$ cat src/rtl/uart_transmitter_pkg.sv
// Shared definitions for the 8N1 UART transmitter: FSM encoding, frame width and
// default bit-time divisors for a 50 MHz system clock.
package uart_transmitter_pkg;

  localparam int UART_DATA_BITS     = 8;
  localparam int CLK_DIV_115200_50M = 434;
  localparam int CLK_DIV_9600_50M   = 5208;

  typedef enum logic [1:0] {
    ST_IDLE  = 2'd0,
    ST_START = 2'd1,
    ST_DATA  = 2'd2,
    ST_STOP  = 2'd3
  } tx_state_e;

endpackage

$ cat src/rtl/uart_transmitter_fifo.sv
// Synchronous FIFO for the transmitter. Pointers carry one extra wrap bit so that
// full and empty can be told apart without a separate count register.
module uart_transmitter_fifo #(
  parameter int AW = 2,
  parameter int DW = 8
) (
  input  logic          clk,
  input  logic          rst_x,
  input  logic          push_i,
  input  logic          pop_i,
  input  logic [DW-1:0] din_i,
  output logic [DW-1:0] dout_o,
  output logic          full_o,
  output logic          empty_o
);

  localparam int DEPTH = 1 << AW;

  logic [DW-1:0] mem_q [DEPTH];
  logic [AW:0]   wr_ptr_q, wr_ptr_d;
  logic [AW:0]   rd_ptr_q, rd_ptr_d;
  logic          do_push, do_pop;

  assign full_o  = (wr_ptr_q[AW] != rd_ptr_q[AW]) &&
                   (wr_ptr_q[AW-1:0] == rd_ptr_q[AW-1:0]);
  assign empty_o = (wr_ptr_q == rd_ptr_q);
  assign dout_o  = mem_q[rd_ptr_q[AW-1:0]];

  // Overflowing pushes and underflowing pops are ignored here as a last line of defence.
  assign do_push = push_i && !full_o;
  assign do_pop  = pop_i && !empty_o;

  always_comb begin
    wr_ptr_d = wr_ptr_q;
    rd_ptr_d = rd_ptr_q;
    if (do_push) wr_ptr_d = wr_ptr_q + (AW+1)'(1);
    if (do_pop)  rd_ptr_d = rd_ptr_q + (AW+1)'(1);
  end

  always_ff @(posedge clk or negedge rst_x) begin
    if (!rst_x) begin
      wr_ptr_q <= '0;
      rd_ptr_q <= '0;
    end else begin
      wr_ptr_q <= wr_ptr_d;
      rd_ptr_q <= rd_ptr_d;
    end
  end

  always_ff @(posedge clk) begin
    if (do_push) mem_q[wr_ptr_q[AW-1:0]] <= din_i;
  end

endmodule

$ cat src/rtl/uart_transmitter.sv
// 8N1 UART transmitter: byte FIFO in front of a divider-paced START/DATA/STOP
// serialiser. The current FSM state is exported on o_dbg_state.
module uart_transmitter
  import uart_transmitter_pkg::*;
#(
  parameter int CLK_DIV   = CLK_DIV_115200_50M,
  parameter int FIFO_AW   = 2,
  parameter int STOP_BITS = 1
) (
  input  logic                      clk,
  input  logic                      rst_x,
  input  logic [UART_DATA_BITS-1:0] i_data,
  input  logic                      i_valid,
  output logic                      o_ready,
  output logic                      o_tx,
  output logic                      o_busy,
  output logic                      o_error,
  output tx_state_e                 o_dbg_state
);

  localparam int                DIV_W     = $clog2(CLK_DIV);
  localparam logic [DIV_W-1:0]  DIV_LAST  = DIV_W'(CLK_DIV - 1);
  localparam logic [2:0]        STOP_LAST = 3'(STOP_BITS - 1);

  tx_state_e                 state_q, state_d;
  logic [DIV_W-1:0]          div_q, div_d;
  logic [2:0]                bit_q, bit_d;
  logic [UART_DATA_BITS-1:0] shift_q, shift_d;
  logic                      tx_q, tx_d;
  logic                      busy_q, err_q;
  logic                      strobe, pop, push;
  logic                      fifo_full, fifo_empty;
  logic [UART_DATA_BITS-1:0] fifo_dout;

  // Handshake: a byte is taken at a clock edge where i_valid && o_ready. o_ready is
  // !full from registered pointers only, so a pop never frees a slot in the same cycle.
  // i_valid while !o_ready drops the byte and sets the sticky o_error.
  assign o_ready     = !fifo_full;
  assign push        = i_valid && !fifo_full;
  assign o_tx        = tx_q;
  assign o_busy      = busy_q;
  assign o_error     = err_q;
  assign o_dbg_state = state_q;
  assign strobe      = (div_q == DIV_LAST);

  uart_transmitter_fifo #(
    .AW (FIFO_AW),
    .DW (UART_DATA_BITS)
  ) u_fifo (
    .clk     (clk),
    .rst_x   (rst_x),
    .push_i  (push),
    .pop_i   (pop),
    .din_i   (i_data),
    .dout_o  (fifo_dout),
    .full_o  (fifo_full),
    .empty_o (fifo_empty)
  );

  always_comb begin
    state_d = state_q;
    div_d   = div_q;
    bit_d   = bit_q;
    shift_d = shift_q;
    tx_d    = tx_q;
    pop     = 1'b0;
    unique case (state_q)
      ST_IDLE: begin
        tx_d = 1'b1;
        if (!fifo_empty) begin
          pop     = 1'b1;
          shift_d = fifo_dout;
          div_d   = '0;
          bit_d   = '0;
          state_d = ST_START;
          tx_d    = 1'b0;
        end
      end
      ST_START: begin
        div_d = strobe ? '0 : div_q + DIV_W'(1);
        if (strobe) begin
          state_d = ST_DATA;
          bit_d   = '0;
          tx_d    = shift_q[0];
        end
      end
      ST_DATA: begin
        div_d = strobe ? '0 : div_q + DIV_W'(1);
        if (strobe) begin
          if (bit_q == 3'd7) begin
            state_d = ST_STOP;
            bit_d   = '0;
            tx_d    = 1'b1;
          end else begin
            shift_d = {1'b0, shift_q[UART_DATA_BITS-1:1]};
            bit_d   = bit_q + 3'd1;
            tx_d    = shift_q[1];
          end
        end
      end
      ST_STOP: begin
        div_d = strobe ? '0 : div_q + DIV_W'(1);
        // bit_q counts stop bits here; a queued byte starts with no idle gap.
        if (strobe) begin
          if (bit_q == STOP_LAST) begin
            bit_d = '0;
            if (!fifo_empty) begin
              pop     = 1'b1;
              shift_d = fifo_dout;
              state_d = ST_START;
              tx_d    = 1'b0;
            end else begin
              state_d = ST_IDLE;
            end
          end else begin
            bit_d = bit_q + 3'd1;
          end
        end
      end
    endcase
  end

  always_ff @(posedge clk or negedge rst_x) begin
    if (!rst_x) begin
      state_q <= ST_IDLE;
      div_q   <= '0;
      bit_q   <= '0;
      shift_q <= '0;
      tx_q    <= 1'b1;
      busy_q  <= 1'b0;
      err_q   <= 1'b0;
    end else begin
      state_q <= state_d;
      div_q   <= div_d;
      bit_q   <= bit_d;
      shift_q <= shift_d;
      tx_q    <= tx_d;
      busy_q  <= (state_q != ST_IDLE) || !fifo_empty;
      err_q   <= err_q || (i_valid && fifo_full);
    end
  end

endmodule

$ cat config.mk
export PLATFORM = sky130hd
export DESIGN_NAME = uart_transmitter
export DESIGN_NICKNAME = d
export VERILOG_FILES = /design/src/rtl/uart_transmitter_pkg.sv /design/src/rtl/uart_transmitter_fifo.sv /design/src/rtl/uart_transmitter.sv
export SDC_FILE = /design/constraint.sdc
export NUM_CORES = 1
export LEC_CHECK = 0
export CAP_MARGIN = 20
export CORE_ASPECT_RATIO = 1.75
export CORE_MARGIN = 2
export CORE_UTILIZATION = 59
export DETAILED_ROUTE_END_ITERATION = 6
export MAX_ROUTING_LAYER = met4
export PLACE_DENSITY_LB_ADDON = 0.25
export SLEW_MARGIN = 30
export SYNTH_ARGS = -nofsm -noshare
export SYNTH_HDL_FRONTEND = slang
export SYNTH_HIERARCHICAL = 1
export SYNTH_SLANG_ARGS = --single-unit
$ cat constraint.sdc
create_clock -name clk -period 3.07 [get_ports clk]
set_input_delay 0.614 -clock clk [delete_from_list [all_inputs] [get_ports clk]]
set_output_delay 0.614 -clock clk [all_outputs]
set_load 0.005 [all_outputs]
* Yosys cells after proc, flatten, opt, wreduce, memory -nomap -nowiden *
Memories as Yosys holds them, arrays and structs flattened.
Index checks and enable logic that the tools add are counted.

cells by class
  add/subtract/negate cells = 4
  equality and inequality tests = 16
  muxes and demuxes = 38
  reductions and logical operators = 18

operators by type and width
  operator                                                        number
  8-bit two-way mux                                               5
  8-bit case mux with 3 select lines                              1
  3-bit two-way mux                                               6
  9-bit two-way mux                                               2
  9-bit case mux with 2 select lines                              1
  2-bit inequality test (second input constant)                   8
  1-bit two-way mux                                               13
  2-bit two-way mux                                               6
  3-bit case mux with 4 select lines                              1
  5-bit AND reduction                                             2
  3-bit by 1-bit adder with 3-bit output (second input constant)  3
  9-bit by 1-bit adder with 9-bit output (second input constant)  1
  9-bit == test (second input constant)                           1
  2-bit case mux with 4 select lines                              1
  6-bit AND reduction                                             1
  1-bit logical AND                                               5
  2-bit == test (second input constant)                           2
  1-bit case mux with 4 select lines                              1
  4-bit AND reduction                                             1
  3-bit == test                                                   1
  3-bit == test (second input constant)                           1
  3-bit logical NOT                                               1
  3-bit nonzero test                                              1
  3-bit OR reduction                                              1
  other kinds (8)                                                 10

word-level totals
  output and inout bits = 6
  input port bits = 11
  register bits after elaboration = 31
  memories = 1
  RAM bits = 32
  logic and storage cells = 86

memory list
  memory        words  width  read ports  clocked after memory_dff  wr ports  line                         source
  u_fifo.mem_q  4      8      1           0                         1         uart_transmitter_fifo.sv:19  logic [DW-1:0] mem_q [DEPTH];

* Longest topological paths before layout *
  word-level depth = 7
  mapped depth = 9
  mapped depth without buffers = 9

* Cells and area by module *
Netlist, hierarchy kept.

by module, submodules not included
  module                 cells each  sequential area each (sq um)  area each (sq um)  instances
  uart_transmitter_fifo  90          1,111.1                       1,629.1            1
  uart_transmitter       145         626.9                         1,522.7            1

* Least setup slack after synthesis *
No wires, ideal clock.

  path kind = register to register
  from = register u_fifo.rd_ptr_q[0]
  to = register div_q[8]
  path buffers = 3
  required time = 2.940 ns
  setup time = 0.130 ns
  stages on the path, launching flop included = 10
  period minus slack after synthesis = 2.182 ns
  path slack = 0.888 ns
  arrival time = 2.052 ns
  cells stage by stage = dfrtp_1 > buf_6 > xor2_2 > nor3_1 > and2_1 > clkbuf_1 > clkbuf_1 > nor2_1 > mux2i_1 > o21ai_0

between the ends
  cells in the longest elaborated chain, start to end = 2

RTL lines
  what                                    line                         source
  from (decl)                             uart_transmitter_fifo.sv:21  logic [AW:0] rd_ptr_q, rd_ptr_d;
  from (signal assigned)                  uart_transmitter_fifo.sv:46  rd_ptr_q <= rd_ptr_d;
  3-bit == test                           uart_transmitter_fifo.sv:26  assign empty_o = (wr_ptr_q == rd_ptr_q);
  net fifo_empty                          uart_transmitter.sv:32       logic fifo_full, fifo_empty;
  2-bit inequality test (no source line)  --
  to (signal assigned)                    uart_transmitter.sv:134      div_q <= div_d;
  to (decl)                               uart_transmitter.sv:26       logic [DIV_W-1:0] div_q, div_d;

The timed path passes the listed nets, and every way through them passes these cells.
A chain may end at the register's enable or synchronous reset.

* Final worst setup path *
  from = register u_fifo.rd_ptr_q[1]
  to = output port o_ready

between the ends
  cells in the longest elaborated chain, start to end = 3

RTL lines
  what               line                         source
  2-bit == test      uart_transmitter_fifo.sv:25  (wr_ptr_q[AW-1:0] == rd_ptr_q[AW-1:0]);
  1-bit logical AND  uart_transmitter_fifo.sv:24  assign full_o = (wr_ptr_q[AW] != rd_ptr_q[AW]) &&
  net fifo_full      uart_transmitter.sv:32
  1-bit logical NOT  uart_transmitter.sv:38       assign o_ready = !fifo_full;
  to (decl)          uart_transmitter.sv:14       output logic o_ready,

The timed path passes the listed nets, and every way through them passes these cells.

==> impl_metrics.py <==
metrics = {
    "run_status": {
        "outcome": "finished clean",
    },
    "floorplan": {
        "dieHeight_um": 101,
        "die_w_um": 59.3,
        "start_util_pct": 60.5,
        "rows": 35,
        "coreArea_sq_um": 5210,
        "fp.dieArea_sq_um": 5970,
        "pin_count": 17,
    },
    "synth": {
        "yosysWarnings": 6,
        "synthDistinctLibCells": 46,
        "yosys-top-cells-count": "edfxtp_1, dfrtp_1, ha_1, inv_1, mux2_2",
        "synth_nets": 261,
        "yosys.area.top_type": "edfxtp_1",
        "yosys_register_bits": 63,
        "yosysTopAreaCellShare_pct": 30.5,
        "synthArstFlopShare_pct": 49.2,
        "synth_area_sq_um": 3150,
        "synth_edf_count": 32,
        "synth-seq-area-share_pct": 55.1,
        "syn_area_per_cell_sq_um": 13.4,
        "yosysMostFrequentCell": "edfxtp_1",
        "ys.flop_type": "edfxtp_1",
        "postSynthCellCount": 235,
        "ys_top_cells_by_area": "edfxtp_1, dfrtp_1, ha_1, mux4_2, mux2_2",
    },
    "setup_path": {
        "crit_path_frequent_cell": "inv_1",
        "end_kind": "primary output",
        "cp.required_ns": 2.46,
        "path_cells": "xnor2_1 > nand3_1 > inv_1 > inv_1 > clkdlybuf4s50_1",
        "max_stage_delay_ns": 0.58,
        "cp.arrival_ns": 2.08,
        "crit_type": "flip-flop to primary output",
        "slowest_stage": "dfrtp_1",
        "crit_path_max_fanout": 14,
        "critPathLaunchType": "flip-flop",
    },
    "clock_network": {
        "cts_setup_buffers": 0,
        "clkTransAtPathRegs_ns": 0.07,
        "clk_latency_ns": 0.35,
        "root_buffer": "clkbuf_8",
        "cts_tree": "built",
        "htree_levels": 3,
        "clock-sinks": 63,
        "cts_resized": 0,
        "ctsHoldBuffers": 0,
        "numCtsBuffers": 9,
        "clock_path_buffers": 2,
    },
    "global_routing": {
        "globalRoute.totalOverflow": 0,
        "first_global_vias": 1993,
        "grt_pass1_wl_um": 9060,
        "grt_max_degree": 32,
        "antenna_found_initial": 0,
        "grt_use_total_pct": 21.7,
    },
    "power": {
        "power_mw": 3.67,
        "powerDensity_nw_per_um2": 1030,
        "leakagePower_nw": 1.41,
        "peakVddDrop_mv": 0.709,
    },
    "cells_and_area": {
        "multi_input_area_sq_um": 1320,
        "nNetsFinal": 284,
        "regArea_sq_um": 1740,
        "drive_gt1_share_pct": 19.0,
        "fin_util_pct": 68.5,
        "nFillCells": 374,
        "diodes": 0,
        "syn_to_final_growth_pct": 13.3,
    },
    "drt": {
        "num_vias": 1936,
        "drtPass1Iterations": 4,
        "ant_nets": 0,
        "drt-initial-drc-count": 81,
        "viasPerCell": 6.09,
        "wl_per_cell_um": 17.1,
        "routed_wl_um": 5440,
        "drc_errors": 0,
    },
    "timing": {
        "maxSlewViolCount": 0,
        "clock.fmax_mhz": 371,
        "skew_ns": 0.00992,
        "tightest_slew_ns": 0.681,
        "fin_crit_sh_pct": 87.7,
        "tns_ns": 0,
        "hold_violations": 0,
        "slew_headroom_pct": 54.3,
        "min_period_ns": 2.69,
        "setup_violations": 0,
        "grt_setup_unrepaired": "no",
    },
    "place": {
        "place_congestion": 0.842,
        "dp_hpwl_um": 3900,
        "portBuffers": 16,
    },
    "hold_path": {
        "hold_path.class": "flip-flop to flip-flop",
    },
    "flow_run": {
        "drv_cap": 0,
    },
}
[worst max-delay path: cells and delay by family, from the launching register on]
kind | cells | cell delay [ns]
buffers and inverters | 3 | 0.60
DFF | 1 | 0.58
and+or+nand+nor | 1 | 0.17
xor gates and xnor gates | 1 | 0.38
[cell families after synthesis]
| group | Yosys count | synth area share, % |
|---|---|---|
| buffers and inverters | 22 | 2.90 |
| flip-flops | 63 | 55.1 |
| adder cells (fa/ha/maj) | 15 | 5.95 |
| multiplexers | 29 | 13.1 |
| AO/OA/AOI/OAI | 46 | 11.0 |
| XOR/XNOR | 9 | 2.98 |
| AND/OR/NAND/NOR | 51 | 8.93 |
[worst paths after layout]
| path | cells after the start | from | end | slack, ns |
|---|---|---|---|---|
| min | 1 | o_error$_DFF_PN0_ | o_error$_DFF_PN0_ | 0.46 |
| max reg2reg | 6 | o_dbg_state[0]$_DFFE_PN0P_ | shift_q[2]$_DFFE_PN0P_ | 0.53 |
| max in group asynchronous | 2 | rst_x | o_tx$_DFFE_PN1P_ | 2.08 |
| max | 5 | u_fifo/rd_ptr_q[1]$_DFFE_PN0P_ | o_ready | 0.38 |
| min reg2reg | 1 | o_error$_DFF_PN0_ | o_error$_DFF_PN0_ | 0.46 |
| min in group asynchronous | 2 | rst_x | div_q[4]$_DFFE_PN0P_ | 0.66 |
[stage by stage]
stage          cells  setup WS (ns)  area (sq um)  hold slack, ns
3_5_place_dp     302          0.536          3370           0.449
4_1_cts          318          0.364          3570           0.467
5_1_grt          318          0.185          3570           0.486
2_1_floorplan    235          0.888          3150           0.318
6_report         318          0.377          3570           0.462
3_3_place_gp     302          0.575          3370           0.445
[cell type report]
class                      count  share of cell area (%)
clock buffer                   9                    3.47
clock inverter                 7                    2.24
inverter                      15                    1.58
multi-input combinational    150                    37.0
sequential                    63                    48.7
tap                           55                    1.93
timing repair buffer          19                    5.11
[where the power goes]
part | total (mW) | switching [mW] | leakage, nW | internal (mW)
Combinational | 1.59 | 0.803 | 0.634 | 0.788
Sequential | 1.35 | 0.190 | 0.674 | 1.16
Clock | 0.728 | 0.345 | 0.0964 | 0.382
Total | 3.67 | 1.34 | 1.41 | 2.33
[sequential cells by signal, summed over array words and instances (netlist names), 2 cells and up]
name / flops
bit_q: 3
u_fifo/mem_q: 32
u_fifo/wr_ptr_q: 3
o_dbg_state: 2
u_fifo/rd_ptr_q: 3
div_q: 9
shift_q: 8
[per-layer routing]
| layer | global-route usage, % | vias up | part of all wire (%) | wire, um |
|---|---|---|---|---|
| met4 | 13.6 | 0 | 3.1 | 167 |
| met5 | - | - | 0 | 0 |
| li1 | - | 926 | - | - |
| met3 | 3.98 | 14 | 2.8 | 150 |
| met2 | 36.5 | 42 | 56 | 3040 |
| met1 | 22.4 | 954 | 38 | 2080 |
[cells in the final DEF, fill, tap and decap left out, types with 4 or more instances in the layout]
| master | synthesis | layout |
|---|---|---|
| edfxtp_1 | 32 | 32 |
| mux4_2 | 8 | 8 |
| clkdlybuf4s50_1 | 0 | 16 |
| xnor2_1 | 5 | 5 |
| clkbuf_8 | 0 | 9 |
| nor2_1 | 8 | 8 |
| mux2_2 | 15 | 15 |
| nor2b_1 | 6 | 6 |
| ha_1 | 15 | 15 |
| and3_1 | 5 | 5 |
| nand2_1 | 10 | 10 |
| nor3_1 | 8 | 8 |
| inv_1 | 15 | 15 |
| a21oi_1 | 8 | 8 |
| mux2i_1 | 4 | 4 |
| o21ai_0 | 9 | 9 |
| dfrtp_1 | 30 | 30 |
| o31ai_1 | 7 | 7 |
| a22o_1 | 5 | 5 |
No activity file was read; power rests on OpenSTA's default activity.
